===== src/rtl/clz_denormalize.sv =====
// clz_denormalize
//
// Multi-cycle denormalizer. It accepts a normalized word and a leading-zero
// count, and shifts the word right by that count. The shift takes one binary
// stage per cycle, from weight 2^(W_OUT-1) down to 2^0. A sticky bit collects
// the OR of every bit shifted out. There is no bypass path: a result has to be
// consumed, and the block has to return to idle, before it accepts the next
// word.
//
// Parameters
//   W_IN   data width; must be a power of two and >= 2
//   W_OUT  count width; leave at the default $clog2(W_IN)
//
// Ports
//   clk         rising-edge clock
//   rst         synchronous, active-high reset
//   in_data     normalized word
//   in_count    right-shift amount, 0..W_IN-1
//   in_valid    input word present
//   in_ready    block can accept an input (idle and not in reset)
//   out_data    in_data >> in_count, zero-filled from the MSB
//   out_sticky  OR of all bits shifted out
//   out_valid   result present; data and sticky are held until accepted
//   out_ready   downstream accepts the result

module clz_denormalize #(
  parameter int unsigned W_IN  = 8,
  parameter int unsigned W_OUT = $clog2(W_IN)
) (
  input  logic             clk,
  input  logic             rst,
  input  logic [W_IN-1:0]  in_data,
  input  logic [W_OUT-1:0] in_count,
  input  logic             in_valid,
  output logic             in_ready,
  output logic [W_IN-1:0]  out_data,
  output logic             out_sticky,
  output logic             out_valid,
  input  logic             out_ready
);

  typedef enum logic [1:0] {
    StIdle,
    StShift,
    StDone
  } state_e;

  state_e           state_q, state_d;
  logic [W_IN-1:0]  work_q, work_d;
  logic [W_OUT-1:0] cnt_q, cnt_d;
  logic [W_OUT-1:0] stage_q, stage_d;
  logic             sticky_q, sticky_d;

  // Result of the stage selected by stage_q.
  logic [W_IN-1:0]  stage_shifted;
  logic             stage_dropped;

  assign in_ready   = (state_q == StIdle) && !rst;
  assign out_valid  = (state_q == StDone);
  assign out_data   = work_q;
  assign out_sticky = sticky_q;

  // Stage k shifts by 2^k when count bit k is set. The bits that are lost are
  // the low 2^k bits of the working word. Shifting the word left by
  // W_IN - 2^k keeps exactly those bits, so an OR-reduce gives their sticky
  // contribution.
  always_comb begin
    stage_shifted = work_q;
    stage_dropped = 1'b0;
    for (int unsigned k = 0; k < W_OUT; k++) begin
      if ((stage_q == W_OUT'(k)) && cnt_q[k]) begin
        stage_shifted = work_q >> (2 ** k);
        stage_dropped = |(work_q << (W_IN - (2 ** k)));
      end
    end
  end

  always_comb begin
    state_d  = state_q;
    work_d   = work_q;
    cnt_d    = cnt_q;
    stage_d  = stage_q;
    sticky_d = sticky_q;

    unique case (state_q)
      StIdle: begin
        if (in_valid && in_ready) begin
          state_d  = StShift;
          work_d   = in_data;
          cnt_d    = in_count;
          sticky_d = 1'b0;
          stage_d  = W_OUT'(W_OUT - 1);
        end
      end

      StShift: begin
        work_d   = stage_shifted;
        sticky_d = sticky_q | stage_dropped;
        if (stage_q == '0) begin
          state_d = StDone;
        end else begin
          stage_d = stage_q - W_OUT'(1);
        end
      end

      StDone: begin
        // out_ready is ignored in every other state.
        if (out_ready) begin
          state_d = StIdle;
        end
      end

      default: begin
        state_d = StIdle;
      end
    endcase
  end

  always_ff @(posedge clk) begin
    if (rst) begin
      state_q  <= StIdle;
      work_q   <= '0;
      cnt_q    <= '0;
      stage_q  <= '0;
      sticky_q <= 1'b0;
    end else begin
      state_q  <= state_d;
      work_q   <= work_d;
      cnt_q    <= cnt_d;
      stage_q  <= stage_d;
      sticky_q <= sticky_d;
    end
  end

endmodule


===== config.mk =====
export PLATFORM = sky130hd
export DESIGN_NAME = clz_denormalize
export DESIGN_NICKNAME = d
export VERILOG_FILES = /design/src/rtl/clz_denormalize.sv
export SDC_FILE = /design/constraint.sdc
export NUM_CORES = 1
export LEC_CHECK = 0
export CORE_AREA = 8 8 62 64
export CTS_CLUSTER_DIAMETER = 40
export CTS_CLUSTER_SIZE = 20
export DETAILED_ROUTE_END_ITERATION = 6
export DIE_AREA = 0 0 70 72
export PLACE_DENSITY = 0.59
export SLEW_MARGIN = 10
export SYNTH_ARGS = -nofsm -noshare
export SYNTH_HDL_FRONTEND = slang
export SYNTH_SLANG_ARGS = --single-unit

===== constraint.sdc =====
create_clock -name clk -period 1.9 [get_ports clk]
set_clock_uncertainty 0.15 [all_clocks]
set_input_delay 0.285 -clock clk [delete_from_list [all_inputs] [get_ports clk]]
set_output_delay 0.285 -clock clk [all_outputs]
set_load 0.01 [all_outputs]

==> results of run 1 <==
[worst max-delay path: stages, from the launching register on]
cell and delay [ns]:
dfxtp_2 0.36, and2b_2 0.22, clkdlybuf4s50_1 0.53
[state kept, by name, indices dropped and copies added, names as in the netlist]
signal	flops
cnt_q	3
out_data	8
out_sticky	1
stage_q	3
state_q	2
[cell type report]
| cell class | instances | area, µm² |
|---|---|---|
| timing repair buffer | 33 | 313 |
| tap | 33 | 41.3 |
| sequential | 17 | 347 |
| multi-input combinational | 83 | 606 |
| fill | 311 | 1550 |
| clock buffer | 4 | 26.3 |
| inverter | 6 | 22.5 |
[worst max-delay path by stage]
stage,endpoint,slack (ns),depth (start not counted)
3_5_place_dp,in_ready,-0.02,3
2_1_floorplan,out_data[3],0.22,7
6_report,out_valid,0.07,2
3_3_place_gp,in_ready,-0.02,3
5_1_grt,out_valid,0.002,2
4_1_cts,out_valid,0.02,2
[synth_stat cells (2+ instances only)]
master and number:
a211oi_1 3, a21o_1 3, a21oi_1 8, a221oi_1 2
a2bb2oi_1 2, a311oi_1 3, buf_6 4, dfxtp_1 17
ha_1 4, inv_1 6, mux2i_1 10, nand2_1 8
nand3_1 2, nand3b_1 3, nor2_1 11, nor2b_1 2
nor3_1 3, o21ai_0 5
[logic make-up (layout without fill, tap and decap cells)]
family,Yosys count,in the layout,synth area share [%]
mux,10,10,9.69
compound gates,33,33,23.1
buf+inv,13,43,8.96
fa+ha+maj,4,4,4.84
simple gates,36,36,20.5
flops,17,17,32.9
[layer usage]
metal	global-route usage [%]	share of wire, %	vias to the layer above
met5	0	0	-
met4	1.34	0.38	0
met3	3.96	4.3	2
met2	20.1	50	22
met1	11.8	46	428
li1	-	-	467
[repair_timing]
item / 4_1_cts / 5_1_grt
pin swaps: 0 / 0
hold endpoints to repair: 0 / 0
setup buffers: 0 / 0
resized for setup: 2 / 5
endpoints found under the setup margin: 2 / 4
[metrics by stage]
stage               hold slack [ns]  power, mW
finish                        0.366      0.942
global route                  0.409       1.01
CTS                           0.361      0.948
detailed placement            0.345      0.752
global placement              0.339      0.742
floorplan                     0.267      0.622
[power by group through the flow]
stage | Sequential, mW | Clock [mW] | Combinational [mW]
3_5_place_dp | 0.441 | 0 | 0.311
3_3_place_gp | 0.439 | 0 | 0.304
6_report | 0.433 | 0.200 | 0.309
2_1_floorplan | 0.441 | 0 | 0.181
4_1_cts | 0.433 | 0.203 | 0.311
5_1_grt | 0.439 | 0.234 | 0.340
==> out/metrics.cfg, run 1 <==
[power_and_ir_drop]
irDropWorstVdd_uv = 442
p_sw_uw = 301
combPwrFrac_pct = 32.8
power.density_nw_per_um2 = 695
p_clk_share_pct = 21.2
p_seq_share_pct = 46.0
p_leak_nw = 0.574
p_sw_share_pct = 31.9
p_int_uw = 641

[synthesis]
synth-main-ff-cell = dfxtp_1
ys_seq_area_share_pct = 32.9
yosys.area.top_type = dfxtp_1
syn-num-nets = 132
ys_ff_latch = 17
avgSynthCellArea_um2 = 9.15
synth_area_leaders = dfxtp_1, mux2i_1, ha_1, buf_6, nor2_1
syn-cell-area_um2 = 1030
synth_edf_count = 0
ys_async_sr_fraction_pct = 0
synth_top_area_share_pct = 32.9
ys_types = 35
yosysWarnings = 0
syn_inst = 113

[placed_design]
hpwl_um = 2040
pre_cts_ws_ns = -0.0176
placed_area_um2 = 1320
io_buffers = 25
dp.cells = 172
gp_congestion = 0.825

[worst_setup_path]
startpoint = state_q[0]
critPathKind = flip-flop to output pin
cp.required_ns = 1.46
rrSetupSlack_ns = 0.16
reg2reg_to = out_data[0]
r2r-start = stage_q[1]
cp-end-kind = output pin
worstPathMaxFanout = 6
critPathArrivalTime_ns = 1.40
r2r_cells = 7
cp-start-kind = flip-flop

[route]
drc = 0
vias = 919
drt-total-wl_um = 2620
routedWlPerCell_um = 14.9
avgViaCountPerCell = 5.22
first_iter_violations = 75
first_pass_iters = 4
postRouteAntennaNets = 0

[clock_network]
numCtsBuffers = 3
clk_pin_slew_ns = 0.10
root_buffer = clkbuf_4
clkSinkCount = 17
clock_path_buffers = 2
cts_tree = built
clk_latency_ns = 0.29
h-tree-depth = 1
ctsHoldBuffers = 0

[floorplan]
ios = 26
initial_core_util_pct = 35.6
rows = 20
die_x_um = 70
die_y_um = 72
core_um2 = 2900
dieArea_um2 = 5040

[timing]
relSlewSlack_pct = 82.2
min_period_ns = 1.83
fin_crit_sh_pct = 96.5
setup-violations-final = 0
rsz0062_at_grt = no
finalWorstSetupSlack_ns = 0.0660
drv_slew = 0
setup_tns_ns = 0
max_freq_ghz = 0.545
tightest_slew_ns = 0.267
final_hold_viol_count = 0

[run_status]
status = completed

[final_layout]
final_common_cell = clkdlybuf4s50_1
fin_util_pct = 46.7
fin_cells = 176
final_cell_mix = clkdlybuf4s50_1, dfxtp_1, nor2_1
drive_above_1_share_pct = 17.5
fin_nets = 163
diodes = 0
final_cell_area_um2 = 1360
syn_to_final_growth_pct = 31.1

[global_route]
grt_max_degree = 12
grt_pass1_vias = 969
grt_usage_pct = 10.8
grt_pass1_wl_um = 4560
grt_remaining_overflow = 0
antenna_found_initial = 0

[hold_path]
hp-class = flip-flop to flip-flop
min-delay-start = out_data[0]
min_to = out_sticky
hold_depth = 2

[flow_run]
maxCapViolations = 0

Power figures use the tool's default switching activity.
==> inputs of run 2 (changes only) <==
--- a/config.mk
+++ b/config.mk
@@ -11,7 +11,6 @@
 export DETAILED_ROUTE_END_ITERATION = 6
 export DIE_AREA = 0 0 70 72
 export PLACE_DENSITY = 0.59
-export SLEW_MARGIN = 10
 export SYNTH_ARGS = -nofsm -noshare
 export SYNTH_HDL_FRONTEND = slang
 export SYNTH_SLANG_ARGS = --single-unit
==> results of run 2 <==
Same layout as run 1: the final DEF is identical, and so are final timing and power.
==> inputs of run 3 (changes only) <==
--- a/config.mk
+++ b/config.mk
@@ -10,7 +10,8 @@
 export CTS_CLUSTER_SIZE = 20
 export DETAILED_ROUTE_END_ITERATION = 6
 export DIE_AREA = 0 0 70 72
-export PLACE_DENSITY = 0.59
+export HOLD_SLACK_MARGIN = 0.1
+export PLACE_DENSITY = 0.61
 export SYNTH_ARGS = -nofsm -noshare
 export SYNTH_HDL_FRONTEND = slang
 export SYNTH_SLANG_ARGS = --single-unit
==> constraint.sdc (replaced) <==
create_clock -name clk -period 1.5 [get_ports clk]
set_clock_uncertainty 0.15 [all_clocks]
set_input_delay 0.225 -clock clk [delete_from_list [all_inputs] [get_ports clk]]
set_output_delay 0.225 -clock clk [all_outputs]
set_load 0.01 [all_outputs]
==> run 3 against run 2 <==
- the run now ends with setup timing left
- total power rose by 42%
- die area unchanged
- worst setup slack lost 0.19 ns
- largest cell class unchanged
==> out/metrics.cfg, run 3 (synthesis results as in run 1) <==
[run_status]
status = finished with violations
violations = setup timing

[placed_design]
gp_congestion = 0.788  ; -4.5%
hpwl_um = 1970  ; -3.5%
io_buffers = 25  ; unchanged

[global_route]
grt_usage_pct = 10.8  ; -0.083 points
grt_remaining_overflow = 0  ; unchanged
antenna_found_initial = 0  ; unchanged
globalRouteMet3Util_pct = 2.73  ; -1.2 points
grt_max_degree = 17  ; +5
busiest_layer = met2
use_met1_pct = 13.1  ; +1.4 points
grt_pass1_vias = 1034  ; +6.7%
use_met2_pct = 18.0  ; -2.1 points
grt_pass1_wl_um = 4630  ; +1.5%

[worst_setup_path]
critPathTopFamily = compound AO/OA/AOI/OAI gates
cp_cell_sequence = inv_2 -> ha_4 -> nand3b_1 -> buf_12 -> mux2i_1 -> a21o_1 -> a311oi_2
worstPathMaxFanout = 5  ; -1
cp-end-kind = flip-flop
cp.required_ns = 1.56  ; +0.10 ns
crit_buf_inv = 2  ; +1
crit_path_top_delay_cell = dfxtp_2
cp-start-kind = flip-flop
critPathKind = flip-flop to flip-flop
critPathArrivalTime_ns = 1.69  ; +0.29 ns
critPathMaxStageDelay_ns = 0.34  ; -0.19 ns

[power_and_ir_drop]
p_leak_nw = 0.750  ; +31%
irDropWorstVdd_uv = 494  ; +12%
power_mw = 1.33  ; +42%
power.density_nw_per_um2 = 802  ; +15%

[timing]
final_hold_viol_count = 0  ; unchanged
max_freq_ghz = 0.615
rsz0062_at_grt = yes
setup-violations-final = 9  ; +9
tightest_slew_ns = 0.248  ; -0.0192 ns
fin_crit_sh_pct = 108
finalWorstSetupSlack_ns = -0.126  ; -0.192 ns
setup_tns_ns = -0.862  ; -0.862 ns
hold_ws_ns = 0.294  ; -0.0723 ns
drv_slew = 0  ; unchanged
relSlewSlack_pct = 83.4  ; +1.3 points
min_period_ns = 1.63

[final_layout]
diodes = 0  ; unchanged
drive_above_1_share_pct = 42.1  ; +25 points
syn_to_final_growth_pct = 61.1
fin_nets = 184  ; +13%
largest_reg_flops = 8  ; unchanged
final_cell_mix = buf_4, clkdlybuf4s50_1, nor2_1
final_common_cell = buf_4

[floorplan]
ios = 26  ; unchanged
dieArea_um2 = 5040  ; unchanged
die_x_um = 70  ; unchanged
initial_core_util_pct = 35.6  ; unchanged
rows = 20  ; unchanged
die_y_um = 72  ; unchanged
core_um2 = 2900  ; unchanged

[route]
drt-total-wl_um = 2770  ; +5.7%
routedWlPerCell_um = 14.1  ; -5.6%
avgViaCountPerCell = 5.07  ; -3.0%
postRouteAntennaNets = 0  ; unchanged
vias = 998  ; +8.6%
first_pass_iters = 4  ; unchanged
drc = 0  ; unchanged
first_iter_violations = 60  ; -20%

[clock_network]
clkSinkCount = 17  ; unchanged
h-tree-depth = 1  ; unchanged
root_buffer = clkbuf_4
clk_latency_ns = 0.30  ; about the same
numCtsBuffers = 3  ; unchanged
clk_pin_slew_ns = 0.13  ; +0.03 ns
clock_path_buffers = 2  ; unchanged
cts_tree = built

[flow_run]
maxCapViolations = 0  ; unchanged

[hold_path]
hp-class = input port to flip-flop

==> run 3: worst reg2reg max path, stage by stage (launching register included) <==
cell,delay (ns)
dfxtp_2,0.34
inv_2,0.07
ha_4,0.12
nand3b_1,0.15
buf_12,0.19
mux2i_1,0.11
a21o_1,0.19
a311oi_2,0.22
==> run 3: area by class of cell <==
type	count	area, µm²
clock buffer	3	22.5
tap	33	41.3
multi-input combinational	83	721
fill	277	1240
clock inverter	1	7.51
inverter	6	25.0
timing repair buffer	54	495
sequential	17	353
==> run 3: power by group <==
group | switching [mW] | internal [mW] | leakage (nW)
clock network | 0.170 | 0.101 | 0.0139
registers | 0.0426 | 0.502 | 0.143
logic | 0.233 | 0.286 | 0.593
total | 0.446 | 0.889 | 0.750
==> run 3: path summary, 6_finish.rpt <==
check	startpoint	cells past startpoint	end	slack, ns
worst max register to register	stage_q[1]	7	out_data[0]	-0.13
worst min-delay path	rst	3	cnt_q[0]	0.29
worst min register to register	out_data[0]	2	out_sticky	0.35
worst max-delay path	stage_q[1]	7	out_data[0]	-0.13
==> run 3: what timing repair did <==
| action | CTS | global route |
|---|---|---|
| buffers inserted | 3 | 1 |
| hold buffers | 0 | 1 |
| gates resized for setup | 41 | 9 |
| pin swaps | 14 | 8 |
| hold endpoints to repair | 0 | 1 |
| cloned | 2 | 0 |
| setup endpoints to repair | 21 | 14 |
==> run 3: per-stage QoR <==
stage / setup slack [ns] / instance area [µm²] / util [%] / std cells
after floorplan: -0.107 / 1050 / - / 113
after global placement: -0.306 / 1470 / 50.5 / 187
after detailed placement: -0.293 / 1470 / 50.5 / 187
after CTS: -0.141 / 1640 / 56.5 / 196
after global routing: -0.185 / 1670 / 57.4 / 197
final: -0.126 / 1670 / 57.4 / 197
==> run 3: layer usage <==
layer / part of all wire, % / up-vias
met5: 0 / -
met4: 0.36 / 0
met3: 5.0 / 2
met2: 47 / 21
met1: 47 / 465
li1: - / 510
